### config.mk
export PLATFORM = sky130hd
export DESIGN_NAME = io_uart_xmtr
export DESIGN_NICKNAME = d
export VERILOG_FILES = /design/src/rtl/io_uart_pkg.sv /design/src/rtl/io_uart_fifo.sv /design/src/rtl/io_uart_xmtr.sv
export SDC_FILE = /design/constraint.sdc
export NUM_CORES = 1
export LEC_CHECK = 0
export CAP_MARGIN = 40
export CORE_MARGIN = 3
export CORE_UTILIZATION = 38
export CTS_CLUSTER_DIAMETER = 120
export CTS_CLUSTER_SIZE = 12
export DETAILED_ROUTE_END_ITERATION = 7
export GPL_TIMING_DRIVEN = 0
export PLACE_DENSITY_LB_ADDON = 0.2
export SLEW_MARGIN = 20
export SYNTH_ARGS = -nofsm -noshare
export SYNTH_HDL_FRONTEND = slang
export SYNTH_HIERARCHICAL = 1
export SYNTH_SLANG_ARGS = --single-unit
### constraint.sdc
create_clock -name clk -period 2.95 [get_ports clk]
set_clock_uncertainty 0.15 [all_clocks]
set_input_delay 0.59 -clock clk [delete_from_list [all_inputs] [get_ports clk]]
set_output_delay 0.59 -clock clk [all_outputs]
set_load 0.03 [all_outputs]
### src/rtl/io_uart_pkg.sv
// Shared definitions for the RISC5 serial transmitter: FSM states,
// bus register map and status bit positions.
`timescale 1ns/1ps
package io_uart_pkg;

  typedef enum logic [2:0] {
    IDLE,
    START,
    DATA,
    PARITY,
    STOP
  } uart_state_t;

  localparam logic ADDR_DATA = 1'b0;
  localparam logic ADDR_STAT = 1'b1;

  localparam int ST_RDY  = 0;
  localparam int ST_IDLE = 1;
  localparam int ST_PAR  = 2;

  // Bit period in clock cycles, rounded to the nearest integer.
  function automatic int uart_div(input int clk_freq, input int baud);
    return (clk_freq + baud / 2) / baud;
  endfunction

endpackage

### src/rtl/io_uart_fifo.sv
// Circular synchronous FIFO with one extra pointer bit to tell full from empty.
`timescale 1ns/1ps
module io_uart_fifo #(
  parameter int WIDTH = 8,
  parameter int DEPTH = 4
) (
  input  logic             clk,
  input  logic             rst,
  input  logic             push,
  input  logic [WIDTH-1:0] wr_data,
  input  logic             pop,
  output logic [WIDTH-1:0] rd_data,
  output logic             full,
  output logic             empty
);

  localparam int AW = $clog2(DEPTH);

  logic [AW:0]      wr_ptr_q, wr_ptr_d;
  logic [AW:0]      rd_ptr_q, rd_ptr_d;
  logic [WIDTH-1:0] mem_q [DEPTH];
  logic             do_push, do_pop;

  assign empty   = (wr_ptr_q == rd_ptr_q);
  assign full    = (wr_ptr_q[AW] != rd_ptr_q[AW]) &&
                   (wr_ptr_q[AW-1:0] == rd_ptr_q[AW-1:0]);
  assign do_push = push & ~full;
  assign do_pop  = pop & ~empty;
  assign rd_data = mem_q[rd_ptr_q[AW-1:0]];

  always_comb begin
    wr_ptr_d = wr_ptr_q + {{AW{1'b0}}, do_push};
    rd_ptr_d = rd_ptr_q + {{AW{1'b0}}, do_pop};
  end

  always_ff @(posedge clk) begin
    if (rst) begin
      wr_ptr_q <= '0;
      rd_ptr_q <= '0;
    end else begin
      wr_ptr_q <= wr_ptr_d;
      rd_ptr_q <= rd_ptr_d;
    end
  end

  // Storage carries no reset; only the pointers define validity.
  always_ff @(posedge clk) begin
    if (do_push) mem_q[wr_ptr_q[AW-1:0]] <= wr_data;
  end

endmodule

### src/rtl/io_uart_xmtr.sv
// RISC5 serial transmitter: bus responder, transmit FIFO and frame shifter.
// Define UART_PARITY_EN to append an even parity bit to every frame.
`timescale 1ns/1ps
module io_uart_xmtr
  import io_uart_pkg::*;
#(
  parameter int CLK_FREQ   = 50000000,
  parameter int BAUD       = 115200,
  parameter int FIFO_DEPTH = 4
) (
  input  logic        clk,
  input  logic        rst,
  input  logic        stb,
  input  logic        we,
  input  logic        addr,
  input  logic [31:0] data_in,
  output logic [31:0] data_out,
  output logic        ack,
  output logic        txd
);

  localparam int DIV = uart_div(CLK_FREQ, BAUD);
  localparam int BW  = (DIV > 1) ? $clog2(DIV) : 1;
  localparam logic [BW-1:0] BAUD_LAST = BW'(DIV - 1);

  uart_state_t   state_q, state_d;
  logic [BW-1:0] baud_q, baud_d;
  logic [2:0]    bit_q, bit_d;
  logic [7:0]    shift_q, shift_d;
  logic          txd_q, txd_d;
  logic          par_q, par_d;

  logic          fifo_push, fifo_pop, fifo_full, fifo_empty;
  logic [7:0]    fifo_rd_data;
  logic          bit_end, idle, rd_req;
  logic [31:0]   status;
  logic          unused_data_hi;

  assign unused_data_hi = ^data_in[31:8];

  // Bus decode; reset masks every access so a coincident write is dropped.
  assign rd_req    = stb & ~we & ~rst;
  assign fifo_push = stb & we & (addr == ADDR_DATA) & ~fifo_full & ~rst;
  assign ack       = stb & ~rst & (~we | (addr == ADDR_STAT) | ~fifo_full);

  io_uart_fifo #(
    .WIDTH (8),
    .DEPTH (FIFO_DEPTH)
  ) u_fifo (
    .clk     (clk),
    .rst     (rst),
    .push    (fifo_push),
    .wr_data (data_in[7:0]),
    .pop     (fifo_pop),
    .rd_data (fifo_rd_data),
    .full    (fifo_full),
    .empty   (fifo_empty)
  );

  assign bit_end = (baud_q == BAUD_LAST);
  assign idle    = fifo_empty & (state_q == IDLE);

  always_ff @(posedge clk) begin
    if (rst) begin
      state_q <= IDLE;
      baud_q  <= '0;
      bit_q   <= '0;
      txd_q   <= 1'b1;
    end else begin
      state_q <= state_d;
      baud_q  <= baud_d;
      bit_q   <= bit_d;
      txd_q   <= txd_d;
    end
  end

  always_ff @(posedge clk) begin
    shift_q <= shift_d;
    par_q   <= par_d;
  end

  always_comb begin
    state_d  = state_q;
    baud_d   = bit_end ? '0 : baud_q + BW'(1);
    bit_d    = bit_q;
    shift_d  = shift_q;
    par_d    = par_q;
    fifo_pop = 1'b0;
    case (state_q)
      IDLE: begin
        baud_d = '0;
        if (!fifo_empty) begin
          fifo_pop = 1'b1;
          shift_d  = fifo_rd_data;
          par_d    = ^fifo_rd_data;
          state_d  = START;
        end
      end
      START: begin
        if (bit_end) begin
          bit_d   = 3'd0;
          state_d = DATA;
        end
      end
      DATA: begin
        if (bit_end) begin
          shift_d = {1'b0, shift_q[7:1]};
          bit_d   = bit_q + 3'd1;
          if (bit_q == 3'd7) begin
`ifdef UART_PARITY_EN
            state_d = PARITY;
`else
            state_d = STOP;
`endif
          end
        end
      end
`ifdef UART_PARITY_EN
      PARITY: begin
        if (bit_end) state_d = STOP;
      end
`endif
      STOP: begin
        // Reload straight from the FIFO so consecutive frames have no gap.
        if (bit_end) begin
          if (!fifo_empty) begin
            fifo_pop = 1'b1;
            shift_d  = fifo_rd_data;
            par_d    = ^fifo_rd_data;
            state_d  = START;
          end else begin
            state_d = IDLE;
          end
        end
      end
      default: state_d = IDLE;
    endcase
  end

  always_comb begin
    case (state_d)
      START:   txd_d = 1'b0;
      DATA:    txd_d = shift_d[0];
`ifdef UART_PARITY_EN
      PARITY:  txd_d = par_d;
`endif
      default: txd_d = 1'b1;
    endcase

    status          = '0;
    status[ST_RDY]  = ~fifo_full;
    status[ST_IDLE] = idle;
`ifdef UART_PARITY_EN
    status[ST_PAR]  = 1'b1;
`else
    status[ST_PAR]  = 1'b0;
`endif

    data_out = '0;
    if (rd_req && (addr == ADDR_STAT)) data_out = status;
  end

  assign txd = txd_q;

endmodule
Yosys cells after proc, flatten, opt, wreduce, memory -nomap -nowiden
Memory sizes are Yosys's and may differ from the RTL's. A register that Yosys moved wholly into a read port is not among the register bits. Index checks and enable logic that the tools add are counted.

Bits in registers: 30. Bits in writable memories: 32. Input port bits: 37. Output and inout bits: 34. Logic and storage cells: 74. Memories: 1.

Memory list: u_fifo.mem_q (depth 4, bits a word 8, read ports 1, clocked after Yosys merged registers in 1, write ports 1, line io_uart_fifo.sv:21) `logic [WIDTH-1:0] mem_q [DEPTH];`.

Add/subtract/negate cells: 4. Equal/unequal tests: 13. Muxes and demuxes: 22. Bitwise logic cells: 18. Reduce and logical (&&, ||, !) cells: 8.

Operator list (number): 2-to-1 mux 8 bit (3); case mux 8 bit (3 select lines) (1); 2-to-1 mux 3 bit (7); case mux 3 bit (4 select lines) (1); AND 1 bit (11); adder 9 x 1 -> 9 bit, second input constant (1); equality test 9 bit, second input constant (1); adder 3 x 1 -> 3 bit (2); equality test 3 x 1 -> 1 bit, second input constant (2); equality test 3 x 2 -> 1 bit, second input constant (2); equality test 3 bit, second input constant (2); inequality test 2 bit, second input constant (3); case mux 3 bit (2 select lines) (1); AND reduction 3 bit (2); 2-to-1 mux 1 bit (5); NOT 1 bit (5); 2-to-1 mux 2 bit (2); case mux 1 bit (2 select lines) (2); adder 3 x 1 -> 3 bit, second input constant (1); equality test 3 bit (1); zero test 3 bit (1); nonzero test 3 bit (1); OR reduction 3 bit (1); equality test 2 bit (1); 4 further kinds (6).

Depth between registers and ports, before layout
Depth after elaboration: 8. Gate-level depth with buffers: 12. Gate-level depth less buffers: 11.

Hierarchy
The synthesis kept the hierarchy.

Modules (own cells, without submodules): io_uart_fifo (times used 1, cells each 79, area an instance 1534.0 µm², seq. area each 1081.0 µm²); io_uart_xmtr (times used 1, cells each 160, area an instance 1466.4 µm², seq. area each 550.5 µm²).

Worst setup path before layout
Ideal clock, no wire load.

Kind: reg-to-output. Start: reg u_fifo.rd_ptr_q[1]. End: out data_out[1]. Arrival: 2195 ps. Required time: 2210 ps. Path slack: 15 ps. Stages on the path, launching flop included: 7. Buffers on the path: 2. Path through: dfxtp_1 -> buf_4 -> xor2_2 -> nor3_1 -> buf_2 -> inv_1 -> nor4b_1.

Cells in the longest elaborated chain, start to end: 3.

RTL lines: start: declaration (line io_uart_fifo.sv:20) `logic [AW:0] rd_ptr_q, rd_ptr_d;`; start signal: assignment (line io_uart_fifo.sv:42) `rd_ptr_q <= rd_ptr_d;`; equality test 3 bit (line io_uart_fifo.sv:24) `assign empty = (wr_ptr_q == rd_ptr_q);`; via fifo_empty (line io_uart_xmtr.sv:33) `logic fifo_push, fifo_pop, fifo_full, fifo_empty;`; AND 1 bit (line io_uart_xmtr.sv:61) `assign idle = fifo_empty & (state_q == IDLE);`; 2-to-1 mux 2 bit (line io_uart_xmtr.sv:160) `if (rd_req && (addr == ADDR_STAT)) data_out = status;`; end: declaration (line io_uart_xmtr.sv:17) `output logic [31:0] data_out,`.

The timed path passes the listed nets, and every way through them passes these cells.

Final worst setup path
Start: reg u_fifo.wr_ptr_q[0]. End: mem u_fifo.mem_q[2][0] (enable).

Cells in the longest elaborated chain, start to end: 8.

RTL lines: start: declaration (line io_uart_fifo.sv:19) `logic [AW:0] wr_ptr_q, wr_ptr_d;`; start signal: assignment (line io_uart_fifo.sv:41) `wr_ptr_q <= wr_ptr_d;`; equality test 2 bit (line io_uart_fifo.sv:26) `(wr_ptr_q[AW-1:0] == rd_ptr_q[AW-1:0]);`; logical AND 1 bit (line io_uart_fifo.sv:25) `assign full = (wr_ptr_q[AW] != rd_ptr_q[AW]) &&`; via fifo_full (line io_uart_xmtr.sv:33); NOT 1 bit (line io_uart_xmtr.sv:43) `assign fifo_push = stb & we & (addr == ADDR_DATA) & ~fifo_full & ~rst;`; AND 1 bit (2 in a row) (line io_uart_xmtr.sv:43); via fifo_push (line io_uart_xmtr.sv:33); AND 1 bit (line io_uart_fifo.sv:27) `assign do_push = push & ~full;`; 2-to-1 mux 1 bit (line io_uart_fifo.sv:48) `if (do_push) mem_q[wr_ptr_q[AW-1:0]] <= wr_data;`; 2-to-1 mux 1 bit (implied by the code) (line io_uart_fifo.sv:48); end: declaration (line io_uart_fifo.sv:21).

The timed path passes the listed nets, and every way through them passes these cells.

==> results.md <==
* Cells after Synth at 239
* DR top layer: met4
* Seq cells post-synth at 62
* CP Buf/Inv Count at 1
* Fin crit period at 2810 ps
* Largest net degree at the start of global routing at 14
* CP max stage delay at 590 ps
* Fmax at 356 MHz
* Top cell type's share of synthesized area at 39.0%
* Grt ovf at 0
* Startpoint Class: flip-flop
* Slew @ Worst Pin at 597 ps
* Post-synth EDFFs at 39
* Total power at 0.00205 W
* DRT antenna net count at 0
* Initial Util at 40.3%
* Cts repair resizes at 10
* Initial antenna violation count at 0
* Final Hold Viols at 0
* Cell row count at 31
* Fin nets at 342
* Hold Crit Start: baud_q[0]
* Max Cap Violations at 0
* Clock transition at path regs at 70 ps
* Required @ worst endpoint at 2760 ps
* First-pass GRT wire length at 8210 um
* Final setup viols at 0
* DP HPWL at 3660 um
* Clock Latency Late Sink at 330 ps
* Wire per inst at 12.4 um
* Die W at 94.9 um
* Mapped Area at 0.00300 mm^2
* WP data arrival at 2620 ps
* N_diodes at 0
* Post-CTS setup buffer count at 0
* Die height at 94.9 um
* Share of cells above drive strength 1 at 24.5%
* Crit-path slowest cell: a311oi_4
* CTS max path bufs at 2
* Reg2reg start: u_fifo/wr_ptr_q[0]
* # fillers at 655
* Dominant cell type by area after synthesis: edfxtp_1
* Worst IR drop on VDD at 0.287 mV
* Flop2flop setup slack at 140 ps
* Synth top area cells: edfxtp_1 (39%), dfxtp_1 (15%), buf_4 (7.8%), mux4_2 (5.3%), ha_1 (3.3%)
* Main synth FF type: edfxtp_1
* Synth cell count leaders: edfxtp_1 (39), buf_4 (31), dfxtp_1 (23)
* Met2 wire length at 2380 um
* Core Area at 0.00745 mm^2
* Total track usage at 12.1%
* Status: complete, no violations
* Power Dens Cells at 559 mW/mm^2
* R2r worst-path depth at 6
* Die Area at 0.00900 mm^2
* Lkg Pwr at 1.46 nW
* Yosys cell types at 47
* Period utilisation layout at 95.3%
* Wirelength, routed at 4960 um
* # hold bufs at CTS at 0
* First-pass iteration count of the detailed router at 4
* Critical path depth in cells at 6
* Vias in the first global route at 1707
* Headroom to the max-slew limit at 60.2%
* Fraction of registers with async set/reset at 0%
* CTS Buf Count at 9
* CTS H-tree lvls at 3
* Max-slew violations at 0
* Hold Slack at 334 ps
* Hold depth at 1
* M1 wire length at 2160 um
* WS Path Type: reg2reg
* Most frequent cell after synthesis: edfxtp_1
* Via/cell ratio at 4.59
* CTS Sinks at 62
* Routability Congestion at 0.740
* Hold EP: baud_q[0]
* Min-Delay Path Class: reg2reg
* Met3 Wirelength at 302 um
* Max Fanout on Critical Path at 8
* Root Driver: clkbuf_8
* # IOs at 71
* DRC errors left at 0
* RR Endpoint: u_fifo/mem_q[2][0]
* Synth-to-layout area growth at 22.0%
* CP endpoint kind: flip-flop
* Yosys warning count at 6
* CP Cell Sequence: clkbuf_2 > xor2_1 > nor3_1 > nor4b_2 > nand2_1 > a311oi_4
* Syn avg cell area at 12.6 um^2
* Initial DRC count at 72
* # port buffers at 16
* Crit-path leading delay family: simple AND/OR/NAND/NOR gates
* CTS tree: yes
* Vias at 1841
* Sequential share of the synthesized area at 54.4%
==> stage by stage <==
stage                     std cells  area [um^2]  util (%)  TNS (ps)  setup slack [ps]
after floorplan                 268         3110         -         0              14.8
after detailed placement        385         3410      45.7    -20680              -751
final                           401         3660      49.1         0               140
after CTS                       401         3640      48.9         0              26.2
after global routing            401         3660      49.1      -140             -21.7
after global placement          383         3390      45.6    -24440              -850
==> how the worst max path moves through the flow <==
stage / startpoint / endpoint / slack (ps)
3_3_place_gp: rst / u_fifo/mem_q[1][6] / -850
2_1_floorplan: u_fifo/rd_ptr_q[1] / data_out[1] / 10
5_1_grt: u_fifo/rd_ptr_q[0] / u_fifo/mem_q[2][3] / -20
4_1_cts: u_fifo/rd_ptr_q[1] / data_out[1] / 30
3_5_place_dp: rst / u_fifo/mem_q[2][4] / -750
6_report: u_fifo/wr_ptr_q[0] / u_fifo/mem_q[2][0] / 140
==> flip-flops by register name, summed over array words and instances, names as in the netlist <==
signal	cells
bit_q	3
u_fifo/mem_q	32
shift_q	8
u_fifo/rd_ptr_q	3
u_fifo/wr_ptr_q	3
txd	1
baud_q	9
state_q	3
==> power by group <==
part	total, W	leakage, nW	switching (W)	internal (W)
sequential	0.00102	0.552	0.0000306	0.000990
clock	0.000812	0.106	0.000335	0.000478
combinational	0.000212	0.798	0.000121	0.0000916
total	0.00205	1.46	0.000486	0.00156
==> final cells by class <==
cell class | instances | area [um^2] | share of cell area [%]
inverter | 5 | 18.8 | 0.513
sequential | 62 | 1630 | 44.6
clock inverter | 7 | 97.6 | 2.67
tap | 99 | 124 | 3.38
timing repair buffer | 18 | 166 | 4.55
clock buffer | 9 | 124 | 3.38
multi-input combinational | 161 | 1200 | 32.9
buffer | 40 | 294 | 8.03
==> logic make-up after synthesis <==
group	synth area share, %
AND/OR/NAND/NOR	11.1
flip-flops	54.4
buffers and inverters	10.3
AO/OA/AOI/OAI	6.30
multiplexers	9.22
XOR/XNOR	4.92
adder cells (fa/ha/maj)	3.67
other	0.125
==> layout by cell type (no fill, tap or decap), types with 8 or more instances in the layout <==
cell type / synthesis / routed
buf_4: 31 / 34
clkbuf_8: 0 / 9
clkdlybuf4s50_1: 0 / 12
conb_1: 1 / 30
dfxtp_1: 23 / 23
edfxtp_1: 39 / 39
ha_1: 8 / 8
nand2_1: 11 / 11
nor2_1: 21 / 21
xnor2_1: 11 / 11
==> metal layers <==
layer | up-vias | track usage [%]
li1 | 920 | -
met4 | 0 | 6.13
met1 | 855 | 14.4
met3 | 12 | 3.35
met5 | - | 0
met2 | 54 | 19.9
No activity file was read; power rests on OpenSTA's default activity.
